$ cat src/rtl/alu_pipe_pkg.sv
// -----------------------------------------------------------------------------
// alu_pkg : shared types for the handshaked ALU (alu_pipe) and its sequential
//           multiplier (alu_mul_seq).
//   arith_cmd_t : arithmetic-mode operation codes (mode = 1)
//   logic_cmd_t : logic-mode operation codes (mode = 0)
//   state_t     : pipeline control state {S_IDLE, S_MUL}
//   flags_t     : registered status flags carried with each result
//   ovf()       : two's-complement overflow from operand/result sign bits
// -----------------------------------------------------------------------------
package alu_pkg;

  typedef enum logic [3:0] {
    A_ADD     = 4'd0,
    A_SUB     = 4'd1,
    A_ADD_CIN = 4'd2,
    A_SUB_CIN = 4'd3,
    A_INC     = 4'd4,
    A_DEC     = 4'd5,
    A_CMP     = 4'd6,
    A_MUL     = 4'd7
  } arith_cmd_t;

  typedef enum logic [3:0] {
    L_AND  = 4'd0,
    L_NAND = 4'd1,
    L_OR   = 4'd2,
    L_NOR  = 4'd3,
    L_XOR  = 4'd4,
    L_XNOR = 4'd5,
    L_NOT  = 4'd6,
    L_SHR1 = 4'd7,
    L_SHL1 = 4'd8,
    L_ROL  = 4'd9,
    L_ROR  = 4'd10
  } logic_cmd_t;

  typedef enum logic {
    S_IDLE = 1'b0,
    S_MUL  = 1'b1
  } state_t;

  typedef struct packed {
    logic cout;
    logic oflow;
    logic zero;
    logic g;
    logic l;
    logic e;
    logic err;
  } flags_t;

  localparam flags_t FLAGS_CLR = flags_t'(7'b0000000);

  // Overflow of a +/- b given the three sign bits. A subtract is an add of ~b,
  // so the operand signs must differ for a subtract to be able to overflow.
  function automatic logic ovf(input logic a_m, input logic b_m,
                               input logic r_m, input logic is_sub);
    ovf = is_sub ? ((a_m != b_m) && (r_m != a_m))
                 : ((a_m == b_m) && (r_m != a_m));
  endfunction

endpackage

$ cat src/rtl/alu_pipe_mul_seq.sv
// -----------------------------------------------------------------------------
// alu_mul_seq : registered MUL_LAT-cycle unsigned multiplier.
//   clk, rst   : clock, asynchronous active-high reset (discards any product)
//   cen        : clock enable, freezes all state when low
//   start      : capture opa/opb and begin a multiply
//   opa, opb   : WIDTH-bit unsigned operands
//   done       : product valid; held until the next enabled edge
//   prod       : 2*WIDTH-bit product
// done is high during the MUL_LAT-th enabled cycle after start, so a consumer
// loading prod on that edge sees its result MUL_LAT edges after start.
// -----------------------------------------------------------------------------
module alu_mul_seq #(
  parameter int WIDTH   = 8,
  parameter int MUL_LAT = 3
) (
  input  logic               clk,
  input  logic               rst,
  input  logic               cen,
  input  logic               start,
  input  logic [WIDTH-1:0]   opa,
  input  logic [WIDTH-1:0]   opb,
  output logic               done,
  output logic [2*WIDTH-1:0] prod
);

  localparam int CNT_W = $clog2(MUL_LAT);

  logic [WIDTH-1:0]   r_a;
  logic [WIDTH-1:0]   r_b;
  logic [CNT_W-1:0]   r_cnt;
  logic               r_busy;
  logic               r_done;
  logic [2*WIDTH-1:0] r_prod;

  // Operand capture, latency countdown and product register.
  always_ff @(posedge clk or posedge rst) begin
    if (rst) begin
      r_a    <= {WIDTH{1'b0}};
      r_b    <= {WIDTH{1'b0}};
      r_cnt  <= {CNT_W{1'b0}};
      r_busy <= 1'b0;
      r_done <= 1'b0;
      r_prod <= {(2*WIDTH){1'b0}};
    end else if (cen) begin
      if (start) begin
        r_a    <= opa;
        r_b    <= opb;
        r_cnt  <= CNT_W'(MUL_LAT - 1);
        r_busy <= 1'b1;
        r_done <= 1'b0;
      end else if (r_busy) begin
        r_cnt <= r_cnt - CNT_W'(1);
        if (r_cnt == CNT_W'(1)) begin
          r_prod <= {{WIDTH{1'b0}}, r_a} * {{WIDTH{1'b0}}, r_b};
          r_done <= 1'b1;
          r_busy <= 1'b0;
        end
      end else begin
        r_done <= 1'b0;
      end
    end
  end

  assign done = r_done;
  assign prod = r_prod;

endmodule

$ cat src/rtl/alu_pipe.sv
// -----------------------------------------------------------------------------
// alu_pipe : handshaked, parametrised ALU with registered result and flags.
//   clk, rst            : clock, asynchronous active-high reset
//   cen                 : clock enable; low freezes state, no accept or take
//   in_valid / in_ready : request handshake (mode, cmd, opa, opb, cin)
//   out_valid/out_ready : result handshake (res, cout, oflow, zero, g, l, e, err)
// Non-MUL ops load the result registers on the accept edge (1-cycle latency,
// 1 op/cycle when the consumer keeps out_ready high).
// Optional feature macro: ALU_PIPE_MUL_EN adds the MUL_LAT-cycle multiply
// (arith cmd 7) through alu_mul_seq; without it cmd 7 reports err.
// -----------------------------------------------------------------------------
module alu_pipe
  import alu_pkg::*;
#(
  parameter int WIDTH   = 8,
  parameter int MUL_LAT = 3
) (
  input  logic               clk,
  input  logic               rst,
  input  logic               cen,
  input  logic               in_valid,
  output logic               in_ready,
  input  logic               mode,
  input  logic [3:0]         cmd,
  input  logic [WIDTH-1:0]   opa,
  input  logic [WIDTH-1:0]   opb,
  input  logic               cin,
  output logic               out_valid,
  input  logic               out_ready,
  output logic [2*WIDTH-1:0] res,
  output logic               cout,
  output logic               oflow,
  output logic               zero,
  output logic               g,
  output logic               l,
  output logic               e,
  output logic               err
);

  localparam int SH_W = $clog2(WIDTH);
  localparam logic [WIDTH-1:0] ONE = {{(WIDTH-1){1'b0}}, 1'b1};

  state_t             r_state;
  state_t             w_state_nxt;
  logic               r_out_valid;
  logic [2*WIDTH-1:0] r_res;
  flags_t             r_flags;

  logic               w_accept;
  logic               w_take;
  logic               w_is_mul;
  logic               w_mul_done;
  logic [2*WIDTH-1:0] w_mul_p;
  flags_t             w_mul_flags;

  logic               w_inc_dec;
  logic [WIDTH-1:0]   w_b_op;
  logic               w_c_in;
  logic [WIDTH:0]     w_sum;
  logic [WIDTH:0]     w_dif;
  logic [2*WIDTH-1:0] w_rol2;
  logic [2*WIDTH-1:0] w_ror2;
  logic               w_rot_err;
  logic [WIDTH-1:0]   w_res_n;
  flags_t             w_flags_n;

  assign w_accept = cen && in_valid && in_ready;
  assign w_take   = cen && r_out_valid && out_ready;

`ifdef ALU_PIPE_MUL_EN
  assign w_is_mul = mode && (cmd == A_MUL);

  alu_mul_seq #(
    .WIDTH   (WIDTH),
    .MUL_LAT (MUL_LAT)
  ) u_mul (
    .clk   (clk),
    .rst   (rst),
    .cen   (cen),
    .start (w_accept && w_is_mul),
    .opa   (opa),
    .opb   (opb),
    .done  (w_mul_done),
    .prod  (w_mul_p)
  );
`else
  assign w_is_mul   = 1'b0;
  assign w_mul_done = 1'b0;
  assign w_mul_p    = {(2*WIDTH){1'b0}};
`endif

  // INC/DEC reuse the add/sub datapath with b = 1; only the *_CIN ops see cin.
  assign w_inc_dec = (cmd == A_INC) || (cmd == A_DEC);
  assign w_b_op    = w_inc_dec ? ONE : opb;
  assign w_c_in    = ((cmd == A_ADD_CIN) || (cmd == A_SUB_CIN)) ? cin : 1'b0;
  assign w_sum     = {1'b0, opa} + {1'b0, w_b_op} + {{WIDTH{1'b0}}, w_c_in};
  // Bit WIDTH of the widened difference is the borrow.
  assign w_dif     = {1'b0, opa} - {1'b0, w_b_op} - {{WIDTH{1'b0}}, w_c_in};

  // Rotating a doubled copy leaves the rotated word in one half.
  assign w_rol2    = {opa, opa} << opb[SH_W-1:0];
  assign w_ror2    = {opa, opa} >> opb[SH_W-1:0];
  assign w_rot_err = |opb[WIDTH-1:SH_W];

  // Single-cycle result and flags for the operation presented at the input.
  always_comb begin
    w_res_n   = {WIDTH{1'b0}};
    w_flags_n = FLAGS_CLR;
    if (mode) begin
      case (cmd)
        A_ADD, A_ADD_CIN, A_INC: begin
          w_res_n         = w_sum[WIDTH-1:0];
          w_flags_n.cout  = w_sum[WIDTH];
          w_flags_n.oflow = ovf(opa[WIDTH-1], w_b_op[WIDTH-1], w_sum[WIDTH-1], 1'b0);
        end
        A_SUB, A_SUB_CIN, A_DEC: begin
          w_res_n         = w_dif[WIDTH-1:0];
          w_flags_n.cout  = w_dif[WIDTH];
          w_flags_n.oflow = ovf(opa[WIDTH-1], w_b_op[WIDTH-1], w_dif[WIDTH-1], 1'b1);
        end
        A_CMP: begin
          w_flags_n.g = (opa > opb);
          w_flags_n.l = (opa < opb);
          w_flags_n.e = (opa == opb);
        end
        default: w_flags_n.err = 1'b1;
      endcase
    end else begin
      case (cmd)
        L_AND:  w_res_n = opa & opb;
        L_NAND: w_res_n = ~(opa & opb);
        L_OR:   w_res_n = opa | opb;
        L_NOR:  w_res_n = ~(opa | opb);
        L_XOR:  w_res_n = opa ^ opb;
        L_XNOR: w_res_n = ~(opa ^ opb);
        L_NOT:  w_res_n = ~opa;
        L_SHR1: w_res_n = opa >> 1;
        L_SHL1: w_res_n = opa << 1;
        L_ROL: begin
          if (w_rot_err) w_flags_n.err = 1'b1;
          else           w_res_n = w_rol2[2*WIDTH-1:WIDTH];
        end
        L_ROR: begin
          if (w_rot_err) w_flags_n.err = 1'b1;
          else           w_res_n = w_ror2[WIDTH-1:0];
        end
        default: w_flags_n.err = 1'b1;
      endcase
    end
    w_flags_n.zero = (w_res_n == {WIDTH{1'b0}}) && !w_flags_n.err;

    w_mul_flags      = FLAGS_CLR;
    w_mul_flags.zero = (w_mul_p == {(2*WIDTH){1'b0}});
  end

  // Control state register.
  always_ff @(posedge clk or posedge rst) begin
    if (rst)      r_state <= S_IDLE;
    else if (cen) r_state <= w_state_nxt;
  end

  // Next state: a multiply accept enters S_MUL until its product is loaded.
  always_comb begin
    w_state_nxt = r_state;
    case (r_state)
      S_IDLE: begin
        if (w_accept && w_is_mul) w_state_nxt = S_MUL;
        else                      w_state_nxt = S_IDLE;
      end
      S_MUL: begin
        if (w_mul_done) w_state_nxt = S_IDLE;
        else            w_state_nxt = S_MUL;
      end
      default: w_state_nxt = S_IDLE;
    endcase
  end

  // Input readiness: free output, or one being taken this cycle.
  always_comb begin
    in_ready = 1'b0;
    case (r_state)
      S_IDLE:  in_ready = !r_out_valid || out_ready;
      S_MUL:   in_ready = 1'b0;
      default: in_ready = 1'b0;
    endcase
  end

  // Result/flag registers: new completion wins over a take, else hold.
  always_ff @(posedge clk or posedge rst) begin
    if (rst) begin
      r_out_valid <= 1'b0;
      r_res       <= {(2*WIDTH){1'b0}};
      r_flags     <= FLAGS_CLR;
    end else if (cen) begin
      if (w_accept && !w_is_mul) begin
        r_out_valid <= 1'b1;
        r_res       <= {{WIDTH{1'b0}}, w_res_n};
        r_flags     <= w_flags_n;
      end else if (w_mul_done) begin
        r_out_valid <= 1'b1;
        r_res       <= w_mul_p;
        r_flags     <= w_mul_flags;
      end else if (w_take) begin
        r_out_valid <= 1'b0;
      end
    end
  end

  assign out_valid = r_out_valid;
  assign res       = r_res;
  assign cout      = r_flags.cout;
  assign oflow     = r_flags.oflow;
  assign zero      = r_flags.zero;
  assign g         = r_flags.g;
  assign l         = r_flags.l;
  assign e         = r_flags.e;
  assign err       = r_flags.err;

endmodule

$ cat config.mk
export PLATFORM = sky130hd
export DESIGN_NAME = alu_pipe
export DESIGN_NICKNAME = d
export VERILOG_FILES = /design/src/rtl/alu_pipe_pkg.sv /design/src/rtl/alu_pipe_mul_seq.sv /design/src/rtl/alu_pipe.sv
export SDC_FILE = /design/constraint.sdc
export NUM_CORES = 1
export LEC_CHECK = 0
export ABC_AREA = 1
export CORE_ASPECT_RATIO = 1.2
export CORE_UTILIZATION = 55
export DETAILED_ROUTE_END_ITERATION = 7
export HOLD_SLACK_MARGIN = 0.02
export PLACE_DENSITY = 0.81
export SLEW_MARGIN = 10
export SYNTH_ARGS = -nofsm -noshare
export SYNTH_HDL_FRONTEND = slang
export SYNTH_SLANG_ARGS = --single-unit
$ cat constraint.sdc
create_clock -name clk -period 1.7 [get_ports clk]
set_input_delay 0.51 -clock clk [delete_from_list [all_inputs] [get_ports clk]]
set_output_delay 0.51 -clock clk [all_outputs]
set_load 0.02 [all_outputs]
==> Implementation_results.wiki, run 1 <==
{| class="wikitable"
! Metric !! Value
|-
| Run status || aborted with a tool error
|-
| Step where the flow halted || global routing (5_1_grt)
|-
| Error that stopped the run || [ERROR GRT-0116] Global routing finished with congestion. Check the congestion regions in the DRC Viewer.
|-
| Cell count after synthesis || 611
|-
| Global-route wire length before repair || approximately 36000 um
|-
| Buffer cell driving the clock tree root || sky130_fd_sc_hd__clkbuf_8
|-
| Number of clock sinks || 16
|-
| Netlist area before placement || 0.003497 sq mm
|-
| Half-perimeter wire length after placement || ~11000 um
|-
| Count of warnings emitted by yosys || 0
|-
| I/O pins || between 50 and 60
|-
| Port Buffer Count || 43
|-
| Portion of the post-synthesis area used by sequential elements || a little under an eighth
|-
| GRT Util Overall || 72.67%
|-
| Clock buffer depth || 2
|-
| Synthesized area per cell || around 5.7 sq um
|-
| Number of standard-cell rows in the floorplan || 31
|-
| Overflow left after global routing || 8
|-
| Horizontal extent of the die || ~75 um
|-
| # hold bufs at CTS || 0
|-
| Routability congestion estimate || between 1 and 1.5
|-
| Number of buffers added by the clock tree synthesis step || 3
|-
| # H-tree levels || 1
|-
| Initial Util || between 50 and 60%
|-
| Pin count of the biggest net entering global routing || 17
|-
| Die outline height || a little under 90 um
|-
| Synth unique cells || 40
|-
| Via count of the first global-routing pass || about 6400
|-
| Placement Setup Slack || -1.678 ns
|-
| Count of state elements after synthesis || 16
|}
==> timing repair <==
action | 4_1_cts
resized for setup | 197
setup endpoints to repair | 31
pin swaps | 52
buffers inserted | 26
==> routing by layer <==
| layer | track usage, % | overflow |
|---|---|---|
| met1 | 71.11 | 0 |
| met2 | 90.50 | 3 |
| met3 | 55.92 | 0 |
| met4 | 78.22 | 5 |
| met5 | 10.32 | 0 |
==> per-stage QoR <==
stage / TNS [ns] / area (sq um) / instances
global placement: -19.92 / 5045 / 845
detailed placement: -20.87 / 5045 / 845
CTS: -10.13 / 5674 / 872
floorplan: -7.331 / 3771 / 618
==> cells by family after synthesis <==
kind of cell / count (synthesis) / synth area share, %
flip-flops: 16 / 11.45
other: 1 / 0.1072
adder cells (fa/ha/maj): 49 / 18.39
multiplexers: 1 / 0.2862
XOR/XNOR: 1 / 0.2505
buffers and inverters: 100 / 12.59
AO/OA/AOI/OAI: 78 / 12.77
AND/OR/NAND/NOR: 365 / 44.15
==> cell usage after synthesis (all sizes together) <==
master   instances  share of area, %
a31oi            4              0.72
o311ai           1              0.25
o2111ai          2              0.50
o211ai           5               1.1
a21oi           26               3.8
o21a             1              0.21
nand2          212                23
o22ai            4              0.72
buf             15               3.2
nor4             1              0.18
nor3             2              0.29
nand3           72                10
clkinv           2              0.21
nor2            51               5.5
conb             1              0.11
inv             80               8.6
clkbuf           3              0.61
xnor2            1              0.25
nand3b           3              0.64
ha              45                16
dfrtp           16                11
and2             1              0.18
fa               4               2.3
mux2i            1              0.29
nand4           13               2.3
a32o             1              0.29
o31ai            1              0.21
o21ai           31               4.5
a211oi           1              0.21
or2             10               1.8
a21o             1              0.21
==> run 2, diff against run 1 <==
--- a/config.mk
+++ b/config.mk
@@ -6,11 +6,9 @@
 export NUM_CORES = 1
 export LEC_CHECK = 0
 export ABC_AREA = 1
-export CORE_ASPECT_RATIO = 1.2
-export CORE_UTILIZATION = 55
+export CORE_UTILIZATION = 40
 export DETAILED_ROUTE_END_ITERATION = 7
-export HOLD_SLACK_MARGIN = 0.02
-export PLACE_DENSITY = 0.81
+export PLACE_DENSITY_LB_ADDON = 0.15
 export SLEW_MARGIN = 10
 export SYNTH_ARGS = -nofsm -noshare
 export SYNTH_HDL_FRONTEND = slang
==> run 2 against run 1 <==
- the flow now finishes, with violations (negative setup slack)
- synthesized area is the same
- synthesized cell count unchanged
==> Implementation_results.wiki, run 2 <==
{| class="wikitable"
! Metric !! Value
|-
| Run status || complete, but fails checks
|-
| Violations in the final reports || negative setup slack
|-
| Commonest non-fill, non-tap cells in the layout || sky130_fd_sc_hd__nand2_1, sky130_fd_sc_hd__buf_4, sky130_fd_sc_hd__nand3_1, sky130_fd_sc_hd__inv_1, sky130_fd_sc_hd__nor2_1
|-
| Largest register FFs || 8
|-
| Core area || 0.008341 sq mm
|-
| Portion of the post-synthesis area used by sequential elements || 11.45% (unchanged)
|-
| Total iterations of the first detailed-routing run || 5
|-
| Number of endpoints failing setup at the final stage || 13
|-
| Count of warnings emitted by yosys || 0 (unchanged)
|-
| Final cell utilization of the core || between 70 and 80%
|-
| Final cycle utilization of the critical path || 154.5%
|-
| Most frequently used flop master after synthesis || sky130_fd_sc_hd__dfrtp_1
|-
| Leakage || between 3 and 4 nW
|-
| Synth area leaders || sky130_fd_sc_hd__nand2_1, sky130_fd_sc_hd__ha_1, sky130_fd_sc_hd__dfrtp_1
|-
| Crit path time final || roughly 2.6 ns
|-
| Buffer cell driving the clock tree root || sky130_fd_sc_hd__clkbuf_8
|-
| Synth unique cells || 40 (unchanged)
|-
| Type of element capturing the critical path || flip-flop
|-
| Die area || roughly 0.0091 sq mm
|-
| PwrDens || 444.0 mW/mm^2
|-
| Leading post-synthesis cells by instance count || sky130_fd_sc_hd__nand2_1, sky130_fd_sc_hd__inv_1, sky130_fd_sc_hd__nand3_1
|-
| Half-perimeter wire length after placement || 11030 um (+2.5%)
|-
| # H-tree levels || 1 (unchanged)
|-
| Clock tree from TritonCTS || built
|-
| Kind of critical path || in2reg
|-
| Remaining antenna violation count || 0
|-
| Antenna violations before repair || 0
|-
| Per-cell via count in the routed design || roughly 5.4
|-
| Post-layout power || 0.002692 W
|-
| Number of buffers added by the clock tree synthesis step || 3 (unchanged)
|-
| Overflow left after global routing || 0
|-
| Commonest non-fill, non-tap cell in the layout || sky130_fd_sc_hd__nand2_1
|-
| Post-synth top area cell || sky130_fd_sc_hd__nand2_1
|-
| Die outline height || 95.50 um (+6.9%)
|-
| I/O pins || 52 (unchanged)
|-
| Final Skew || ~0.0021 ns
|-
| Via count of the first global-routing pass || between 4000 and 5000
|-
| Number of design rule violations left after detail routing || 0
|-
| Number of standard-cell rows in the floorplan || 33 (+6.5%)
|-
| RSZ-0062 raised after global routing || yes
|-
| Clock buffer depth || 2 (unchanged)
|-
| Highest achievable clock rate || between 300 and 400 MHz
|-
| Global-route wire length before repair || between 20000 and 25000 um
|-
| Crit path setup slack, layout || -0.9264 ns
|-
| Count of inserted antenna diode cells || 0
|-
| Worst supply voltage drop on vdd || roughly 0.00034 V
|-
| Horizontal extent of the die || 95.50 um (+28%)
|-
| Routability congestion estimate || 0.9183 (-14%)
|-
| Initial Util || 41.93% (-15 points)
|-
| Most instantiated library cell after synthesis || sky130_fd_sc_hd__nand2_1
|-
| Cell area reported after detailed placement || 0.005194 sq mm (+3.0%)
|-
| Clock latency reported for the late side of the worst-skew pair || 0.25 ns
|-
| Synthesized area per cell || 5.724 sq um (unchanged)
|-
| Count of state elements after synthesis || 16 (unchanged)
|-
| Startpoint Class || input port
|-
| Max cap viols || 0
|-
| Share of synthesized registers carrying an async set or reset || 100.0% (unchanged)
|-
| Pin count of the biggest net entering global routing || 20
|-
| Area of all placed cells without fillers || 0.006062 sq mm
|-
| Wire length per cell after detailed routing || between 15 and 20 um
|-
| Count of endpoints failing hold in the final timing report || 0
|-
| Final wirelength || roughly 15000 um
|-
| Number of DRC markers in iteration 0 || ~460
|-
| Required time of the worst setup path || about 1.9 ns
|-
| Cell count after synthesis || 611 (unchanged)
|-
| Clock transition at the registers of the reported paths || ~0.060 ns
|-
| Crit path max fanout || 3
|-
| Fraction of layout instances using a drive strength above 1 || a little over two fifths
|-
| Placement Setup Slack || -1.666 ns (+0.01160 ns)
|-
| Worst min-delay path class || reg2reg
|-
| Net count, final || ~900
|-
| # hold bufs at CTS || 0 (unchanged)
|-
| Total number of vias || 4955
|-
| Netlist area before placement || 0.003497 sq mm (unchanged)
|-
| Area growth from synthesis to layout || 73.35%
|-
| # placed instances || 879 (+4.0%)
|-
| CP arrival || between 2 and 3 ns
|-
| GRT Util Overall || a little under a third
|-
| Number of clock sinks || 16 (unchanged)
|-
| Port Buffer Count || 43 (unchanged)
|-
| Max-slew violations || 0
|-
| Post-Layout Cell Count || 910
|-
| Number of synthesized flops with an enable pin || 0 (unchanged)
|-
| Area share of the leading cell type in the synthesized netlist || 22.43% (unchanged)
|}
==> run 2: logic make-up after synthesis <==
family          share of synthesized area [%]
simple gates                            44.15
xor+xnor                               0.2505
fa+ha+maj                               18.39
compound gates                          12.77
other cells                            0.1072
buf+inv                                 12.59
mux                                    0.2862
flops                                   11.45
==> run 2: metal layers <==
metal | global-route usage, % | routed length (um) | vias up
li1 | - | - | 2371
met1 | 41.49 | 6080 | 2294
met2 | 52.26 | 6936 | 231
met3 | 3.270 | 973 | 59
met4 | 11.82 | 702 | 0
met5 | 0 | 0 | -
==> run 2: report_power, final <==
part	total, W	switching (W)	internal (W)
combinational	0.00194	0.00105	0.000886
sequential	0.000467	0.0000327	0.000435
clock	0.000284	0.000127	0.000157
total	0.00269	0.00121	0.00148
==> run 2: path summary, 6_finish.rpt <==
kind / end / slack (ns) / cells past startpoint / startpoint
setup / recovery: zero / -0.93 / 15 / cmd[3]
hold / removal: res[1] / 0.48 / 2 / res[1]
setup reg to reg: zero / 0.28 / 9 / out_valid
hold reg to reg: res[1] / 0.48 / 2 / res[1]
max in group asynchronous: res[4] / 0.94 / 3 / rst
min in group asynchronous: res[2] / 0.57 / 3 / rst
==> run 2: worst max-delay path, stage by stage <==
cell                       delay (ns)
sky130_fd_sc_hd__buf_12          0.12
sky130_fd_sc_hd__nor2_4          0.13
sky130_fd_sc_hd__nand3_4         0.09
sky130_fd_sc_hd__buf_6           0.12
sky130_fd_sc_hd__fa_2            0.39
sky130_fd_sc_hd__fa_2            0.41
sky130_fd_sc_hd__inv_2           0.08
sky130_fd_sc_hd__nand4_1         0.11
sky130_fd_sc_hd__o211ai_1        0.19
sky130_fd_sc_hd__a21oi_1         0.12
sky130_fd_sc_hd__o21ai_0         0.12
sky130_fd_sc_hd__a21oi_2         0.09
sky130_fd_sc_hd__a21oi_2         0.18
sky130_fd_sc_hd__nand3_2         0.09
sky130_fd_sc_hd__nand2_1         0.07
==> run 2: metrics by stage <==
step	setup TNS [ns]	hold slack [ns]
2_1_floorplan	-7.331	0.4237
3_3_place_gp	-19.89	0.4685
3_5_place_dp	-20.66	0.4753
4_1_cts	-9.156	0.4811
5_1_grt	-9.700	0.5119
6_report	-8.565	0.4819
==> run 2: what timing repair did <==
item | in CTS | in global routing
gates resized for setup | 219 | 90
setup endpoints to repair | 31 | 16
pin swaps | 43 | 41
setup buffers | 14 | 20
==> run 2: area by class of cell <==
cell class / instances / area, sq um
multi-input combinational: 502 / 3366
fill: 658 / 2278
timing repair buffer: 202 / 1733
sequential: 16 / 400.4
inverter: 82 / 390.4
tap: 105 / 131.4
clock buffer: 3 / 41.29
Note: power is estimated with default switching activity, not from simulation.
